===== config.mk =====
export PLATFORM = sky130hd
export DESIGN_NAME = elastic_alu_pipeline_flat
export DESIGN_NICKNAME = d
export VERILOG_FILES = /design/src/rtl/alu_pkg.sv /design/src/rtl/elastic_alu_pipeline_if.sv /design/src/rtl/pipe_stage.sv /design/src/rtl/elastic_alu_pipeline.sv /design/src/flat_wrapper.sv
export SDC_FILE = /design/constraint.sdc
export NUM_CORES = 1
export LEC_CHECK = 0
export CORE_ASPECT_RATIO = 1.5
export CORE_MARGIN = 4
export CORE_UTILIZATION = 56
export DETAILED_ROUTE_END_ITERATION = 8
export PLACE_DENSITY = 0.81
export SLEW_MARGIN = 20
export SYNTH_ARGS = -nofsm -noshare
export SYNTH_HDL_FRONTEND = slang
export SYNTH_HIERARCHICAL = 1
export SYNTH_SLANG_ARGS = --single-unit
export TNS_END_PERCENT = 50

===== constraint.sdc =====
create_clock -name clk -period 5.8 [get_ports clk]
set_clock_uncertainty 0.1 [all_clocks]
set_input_delay 0.87 -clock clk [delete_from_list [all_inputs] [get_ports clk]]
set_output_delay 0.87 -clock clk [all_outputs]
set_load 0.02 [all_outputs]

===== src/rtl/alu_pkg.sv =====
// Shared types for the elastic ALU pipeline.
// Holds the ALU opcode enum and the default-width stage payload bundle.
package alu_pkg;

  typedef enum logic [1:0] {
    ALU_ADD,
    ALU_SUB,
    ALU_AND,
    ALU_OR
  } alu_op_e;

  localparam int DWIDTH_DEF = 32;

  typedef struct packed {
    logic [DWIDTH_DEF-1:0] res;
    logic                  zero;
    logic                  neg;
  } stage_payload_t;

endpackage


===== src/rtl/elastic_alu_pipeline_if.sv =====
// Operand/result handshake bundle of the elastic ALU pipeline.
// master = producer/consumer side, slave = pipeline side.
interface elastic_alu_pipeline_if #(
  parameter int DWIDTH = 32
);
  logic              valid_i;
  logic              ready_o;
  logic [1:0]        sel_i;
  logic [DWIDTH-1:0] op1_i;
  logic [DWIDTH-1:0] op2_i;
  logic              flush_i;
  logic              valid_o;
  logic              ready_i;
  logic [DWIDTH-1:0] res_o;
  logic              zero_o;
  logic              neg_o;

  modport master (
    output valid_i, sel_i, op1_i, op2_i,
    output flush_i, ready_i,
    input  ready_o, valid_o, res_o,
    input  zero_o, neg_o
  );

  modport slave (
    input  valid_i, sel_i, op1_i, op2_i,
    input  flush_i, ready_i,
    output ready_o, valid_o, res_o,
    output zero_o, neg_o
  );
endinterface


===== src/rtl/pipe_stage.sv =====
// One elastic stage: valid bit plus payload register.
// Ports: clk, rst (sync, active-low), clr_i, ld_i, valid_i/data_i in, valid_o/data_o out.
module pipe_stage #(
  parameter int PW = 1
) (
  input  logic          clk,
  input  logic          rst,
  input  logic          clr_i,
  input  logic          ld_i,
  input  logic          valid_i,
  input  logic [PW-1:0] data_i,
  output logic          valid_o,
  output logic [PW-1:0] data_o
);
  logic          valid_q;
  logic [PW-1:0] data_q;

  // Payload only moves with a valid entry so that
  // an idle stage keeps presenting its last result.
  always_ff @(posedge clk) begin
    if (!rst) begin
      valid_q <= 1'b0;
      data_q  <= '0;
    end else if (clr_i) begin
      valid_q <= 1'b0;
    end else if (ld_i) begin
      valid_q <= valid_i;
      if (valid_i) data_q <= data_i;
    end
  end

  assign valid_o = valid_q;
  assign data_o  = data_q;
endmodule


===== src/rtl/elastic_alu_pipeline.sv =====
// STAGES-deep valid/ready ALU pipeline with bubble collapse, flush, occupancy.
// Ports: clk, rst (sync, active-low), bus (slave handshake bundle), occupancy_o.
module elastic_alu_pipeline
  import alu_pkg::*;
#(
  parameter  int DWIDTH = 32,
  parameter  int STAGES = 3,
  localparam int CWIDTH = $clog2(STAGES + 1)
) (
  input  logic                  clk,
  input  logic                  rst,
  elastic_alu_pipeline_if.slave bus,
  output logic [CWIDTH-1:0]     occupancy_o
);
  typedef struct packed {
    logic [DWIDTH-1:0] res;
    logic              zero;
    logic              neg;
  } payload_t;

  localparam int PW = $bits(payload_t);

  alu_op_e           op;
  logic [DWIDTH-1:0] alu_res;
  payload_t          in_pl;
  logic              in_v;
  logic              in_x;
  logic              out_x;
  logic [STAGES-1:0] v_q;
  logic [STAGES-1:0] adv;
  payload_t          pl_q [STAGES];
  logic [CWIDTH-1:0] occupancy_q;
  logic [CWIDTH-1:0] occupancy_d;

  assign op = alu_op_e'(bus.sel_i);

  always_comb begin
    alu_res = '0;
    unique case (op)
      ALU_ADD: alu_res = bus.op1_i + bus.op2_i;
      ALU_SUB: alu_res = bus.op1_i - bus.op2_i;
      ALU_AND: alu_res = bus.op1_i & bus.op2_i;
      ALU_OR:  alu_res = bus.op1_i | bus.op2_i;
    endcase
  end

  assign in_pl.res  = alu_res;
  assign in_pl.zero = (alu_res == '0);
  assign in_pl.neg  = alu_res[DWIDTH-1];

  // A stage may advance when it is empty or its successor
  // advances; this collapses bubbles behind a stall.
  always_comb begin
    adv = '0;
    adv[STAGES-1] = !v_q[STAGES-1] || bus.ready_i;
    for (int k = STAGES - 2; k >= 0; k--) begin
      adv[k] = !v_q[k] || adv[k+1];
    end
  end

  assign bus.ready_o = adv[0] && !bus.flush_i;
  assign in_x        = bus.valid_i && bus.ready_o;
  assign in_v        = in_x;
  assign out_x       = bus.valid_o && bus.ready_i;

  for (genvar k = 0; k < STAGES; k++) begin : g_stage
    if (k == 0) begin : g_head
      pipe_stage #(.PW(PW)) u_stage (
        .clk    (clk),
        .rst    (rst),
        .clr_i  (bus.flush_i),
        .ld_i   (adv[k]),
        .valid_i(in_v),
        .data_i (in_pl),
        .valid_o(v_q[k]),
        .data_o (pl_q[k])
      );
    end else begin : g_body
      pipe_stage #(.PW(PW)) u_stage (
        .clk    (clk),
        .rst    (rst),
        .clr_i  (bus.flush_i),
        .ld_i   (adv[k]),
        .valid_i(v_q[k-1]),
        .data_i (pl_q[k-1]),
        .valid_o(v_q[k]),
        .data_o (pl_q[k])
      );
    end
  end

  assign occupancy_d = occupancy_q
                     + CWIDTH'(in_x)
                     - CWIDTH'(out_x);

  always_ff @(posedge clk) begin
    if (!rst) begin
      occupancy_q <= '0;
    end else if (bus.flush_i) begin
      occupancy_q <= '0;
    end else begin
      occupancy_q <= occupancy_d;
    end
  end

  assign occupancy_o = occupancy_q;
  assign bus.valid_o = v_q[STAGES-1];
  assign bus.res_o   = pl_q[STAGES-1].res;
  assign bus.zero_o  = pl_q[STAGES-1].zero;
  assign bus.neg_o   = pl_q[STAGES-1].neg;
endmodule


===== src/flat_wrapper.sv =====
// flat-port wrapper written by rule: the top's interface ports become plain ports
module elastic_alu_pipeline_flat import alu_pkg::*;
#(
  parameter  int DWIDTH = 32,
  parameter  int STAGES = 3,
  localparam int CWIDTH = $clog2(STAGES + 1)
)
  (clk, rst, occupancy_o, bus_valid_i, bus_sel_i, bus_op1_i, bus_op2_i, bus_flush_i, bus_ready_i, bus_ready_o, bus_valid_o, bus_res_o, bus_zero_o, bus_neg_o);
  elastic_alu_pipeline_if #(.DWIDTH(DWIDTH)) bus_i ();
  input  logic clk;
  input  logic rst;
  output logic [CWIDTH-1:0] occupancy_o;
  input wire logic [$bits(bus_i.valid_i)-1:0] bus_valid_i;
  input wire logic [$bits(bus_i.sel_i)-1:0] bus_sel_i;
  input wire logic [$bits(bus_i.op1_i)-1:0] bus_op1_i;
  input wire logic [$bits(bus_i.op2_i)-1:0] bus_op2_i;
  input wire logic [$bits(bus_i.flush_i)-1:0] bus_flush_i;
  input wire logic [$bits(bus_i.ready_i)-1:0] bus_ready_i;
  output wire logic [$bits(bus_i.ready_o)-1:0] bus_ready_o;
  output wire logic [$bits(bus_i.valid_o)-1:0] bus_valid_o;
  output wire logic [$bits(bus_i.res_o)-1:0] bus_res_o;
  output wire logic [$bits(bus_i.zero_o)-1:0] bus_zero_o;
  output wire logic [$bits(bus_i.neg_o)-1:0] bus_neg_o;
  assign bus_i.valid_i = bus_valid_i;
  assign bus_i.sel_i = bus_sel_i;
  assign bus_i.op1_i = bus_op1_i;
  assign bus_i.op2_i = bus_op2_i;
  assign bus_i.flush_i = bus_flush_i;
  assign bus_i.ready_i = bus_ready_i;
  assign bus_ready_o = bus_i.ready_o;
  assign bus_valid_o = bus_i.valid_o;
  assign bus_res_o = bus_i.res_o;
  assign bus_zero_o = bus_i.zero_o;
  assign bus_neg_o = bus_i.neg_o;
  elastic_alu_pipeline #(.DWIDTH(DWIDTH), .STAGES(STAGES)) u_core (.clk(clk), .rst(rst), .bus(bus_i), .occupancy_o(occupancy_o));
endmodule

==> results.py <==
metrics = {
    "global_routing": {
        "grt_max_degree": 148,
        "overflow": 0,
        "antenna_found_initial": 0,
        "grt_pass1_vias": 6864,
        "grt_usage_pct": 23.2,
        "grt_pass1_wl_mm": 31.9,
    },
    "yosys": {
        "syn_avg_cell_area_um2": 7.98,
        "synth-async-reset-ratio_pct": 0,
        "yosysTopAreaCell": "dfxtp_1",
        "synth_seq_area_share_pct": 26.8,
        "synth_edf_count": 0,
        "synth-seq-cells": 107,
        "synth_top_area_share_pct": 26.8,
        "synthTopCellsByArea": "dfxtp_1 27%, mux2i_1 13%, nand2_1 12%",
        "synth_cell_types": 78,
        "syn-num-nets": 1109,
        "ys_dominant_reg_cell": "dfxtp_1",
        "synthCells": 1001,
        "netlist_area_um2": 7990,
        "yosysWarnings": 6,
    },
    "detailed_routing": {
        "drt_iter0_drc": 337,
        "met1_length_mm": 8.29,
        "wire_per_inst_um": 14.9,
        "wl_met2_mm": 9.78,
        "route.detailed.drc": 0,
        "dr.pass1.iters": 5,
        "vias": 7198,
        "via_per_inst": 5.59,
        "wl_mm": 19.2,
        "ant_nets": 0,
        "top_layer_used": "met4",
        "wl_met3_um": 779,
    },
    "placed_design": {
        "placed_area_um2": 9140,
        "port_buffers": 108,
        "routabilityCongestion": 0.904,
        "placedCellCount": 1272,
        "post-dp-hpwl_mm": 14.4,
    },
    "worst_setup_path": {
        "critPathKind": "in2reg",
        "required_ps": 5960,
        "cp_data_arrival_time_ps": 5620,
        "endpoint_kind": "register",
        "crit_fanout": 5,
        "startpoint_type": "input port",
    },
    "die": {
        "boundaryPins": 109,
        "rows": 53,
        "die_h_um": 154,
        "die_w_um": 106,
        "dieArea_um2": 16300,
        "core-area_um2": 14000,
        "initial_core_util_pct": 57.1,
    },
    "pwr": {
        "ir_drop_uv": 159,
        "p_per_area_nw_per_um2": 215,
        "leakage_nw": 3.49,
    },
    "clock_tree": {
        "post_cts_resized": 0,
        "cts_setup_buffers": 0,
        "cts_hold_buf": 0,
        "root_buffer": "clkbuf_16",
        "path_clk_slew_ps": 60,
        "clk_latency_ps": 340,
        "numCtsBuffers": 9,
        "cts_tree": "yes",
        "cts_max_path_buffers": 2,
        "htreeDepth": 3,
        "clock_sinks": 107,
    },
    "job": {
        "maxCapViolCount": 0,
    },
    "timing": {
        "max_freq_mhz": 183,
        "period_share_pct": 94.1,
        "finalHoldViolCount": 0,
        "slew_headroom_pct": 33.3,
        "fin_crit_ps": 5460,
        "fin_tns_setup_ps": 0,
        "setup_viol": 0,
        "rsz0062_at_grt": "no",
        "drv_slew": 0,
        "tightest_slew_ps": 1000,
    },
    "finish": {
        "instances_no_fill": 1287,
        "antenna_cells": 0,
        "final_area_um2": 9450,
        "final_nets": 1199,
        "nFillCells": 1186,
        "seq_area_um2": 2140,
        "drive_gt1_share_pct": 7.31,
        "area_growth_pct": 18.4,
        "multiInputGateArea_um2": 5330,
    },
    "hold_path": {
        "hold_class": "reg2reg",
    },
    "status": {
        "status": "finished clean",
    },
}
-- final timing paths --
check,slack [ps],startpoint,depth (start not counted),end
setup reg to reg,3540,u_core/g_stage[2].g_body.u_stage/valid_o,6,u_core/g_stage[0].g_head.u_stage/data_o[5]
setup / recovery,340,bus_op2_i[11],19,u_core/g_stage[0].g_head.u_stage/data_o[1]
hold / removal,350,u_core/g_stage[2].g_body.u_stage/data_o[21],2,u_core/g_stage[2].g_body.u_stage/data_o[21]
hold reg to reg,350,u_core/g_stage[2].g_body.u_stage/data_o[21],2,u_core/g_stage[2].g_body.u_stage/data_o[21]
-- state kept, by name, indices dropped and copies added, names as in the netlist --
| name | count |
|---|---|
| u_core/g_stage.g_body.u_stage/data_o | 68 |
| u_core/g_stage.g_head.u_stage/data_o | 34 |
| u_core/g_stage.g_body.u_stage/valid_o | 2 |
| u_core/occupancy_o | 2 |
| u_core/g_stage.g_head.u_stage/valid_o | 1 |
-- per-layer routing --
layer / up-vias / track usage (%)
li1: 3697 / -
met1: 3310 / 29.3
met2: 164 / 41.3
met3: 27 / 2.42
met4: 0 / 7.28
met5: - / 0
-- synth_stat cells (7+ instances only) --
| library cell | count |
|---|---|
| nand2_1 | 261 |
| dfxtp_1 | 107 |
| mux2i_1 | 107 |
| a21oi_1 | 48 |
| nor2_1 | 40 |
| ha_1 | 36 |
| clkbuf_1 | 35 |
| o21ai_0 | 34 |
| xor2_1 | 24 |
| maj3_1 | 21 |
| xnor2_1 | 20 |
| nor3_1 | 19 |
| a21o_1 | 17 |
| inv_1 | 16 |
| nand3_1 | 16 |
| buf_2 | 15 |
| o31ai_1 | 13 |
| and3_1 | 11 |
| buf_12 | 9 |
| o211ai_1 | 7 |
| o21a_1 | 7 |
-- power by group --
group	internal, mW	total (mW)	switching [mW]
clock network	0.379	0.622	0.242
logic	0.289	0.651	0.362
registers	0.747	0.755	0.00728
total	1.42	2.03	0.612
-- cells in the final DEF, fill, tap and decap left out, types with 21 or more instances in the layout --
| cell type | synthesis | final |
|---|---|---|
| a21oi_1 | 48 | 48 |
| buf_4 | 4 | 38 |
| clkdlybuf4s50_1 | 0 | 106 |
| dfxtp_1 | 107 | 107 |
| ha_1 | 36 | 36 |
| maj3_1 | 21 | 21 |
| mux2i_1 | 107 | 107 |
| nand2_1 | 261 | 261 |
| nor2_1 | 40 | 40 |
| o21ai_0 | 34 | 34 |
| xor2_1 | 24 | 24 |
-- through the flow --
stage / hold WS [ps] / setup WS [ps] / total power, mW / utilization (%)
finish: 355 / 341 / 2.03 / 67.5
global route: 376 / 25.3 / 2.14 / 67.5
CTS: 357 / 333 / 2.03 / 67.5
detailed placement: 348 / -4.55 / 1.41 / 65.3
global placement: 343 / 60.2 / 1.41 / 65.3
floorplan: 335 / 345 / 1.21 / -
-- logic make-up (layout without fill, tap and decap cells) --
logic type / count (synthesis) / count (layout) / share of synthesized area, %
buf+inv: 83 / 177 / 6.44
xor+xnor: 45 / 45 / 5.03
mux: 110 / 110 / 13.8
flops: 107 / 107 / 26.8
simple gates: 412 / 412 / 23.7
fa+ha+maj: 58 / 58 / 8.52
compound gates: 186 / 186 / 15.6
-- final cells by class --
class | count | area share (%)
clock buffer | 14 | 3.01
timing repair buffer | 146 | 14.4
inverter | 16 | 0.635
multi-input combinational | 811 | 56.4
tap | 192 | 2.54
clock inverter | 1 | 0.318
sequential | 107 | 22.7
-- critical path: stages --
cell	delay (ps)
clkdlybuf4s50_1	450
or4_4	560
or3_4	390
nor3_1	260
nand3b_1	240
o21ai_0	290
xor2_1	180
ha_1	270
a21o_1	180
a21o_1	200
nor3_1	140
a211oi_1	120
o41ai_2	410
xnor2_2	120
a21boi_1	150
o311a_4	370
nor4_2	200
nand2_1	70
mux2i_1	150
(Power assumes the default switching activity.)
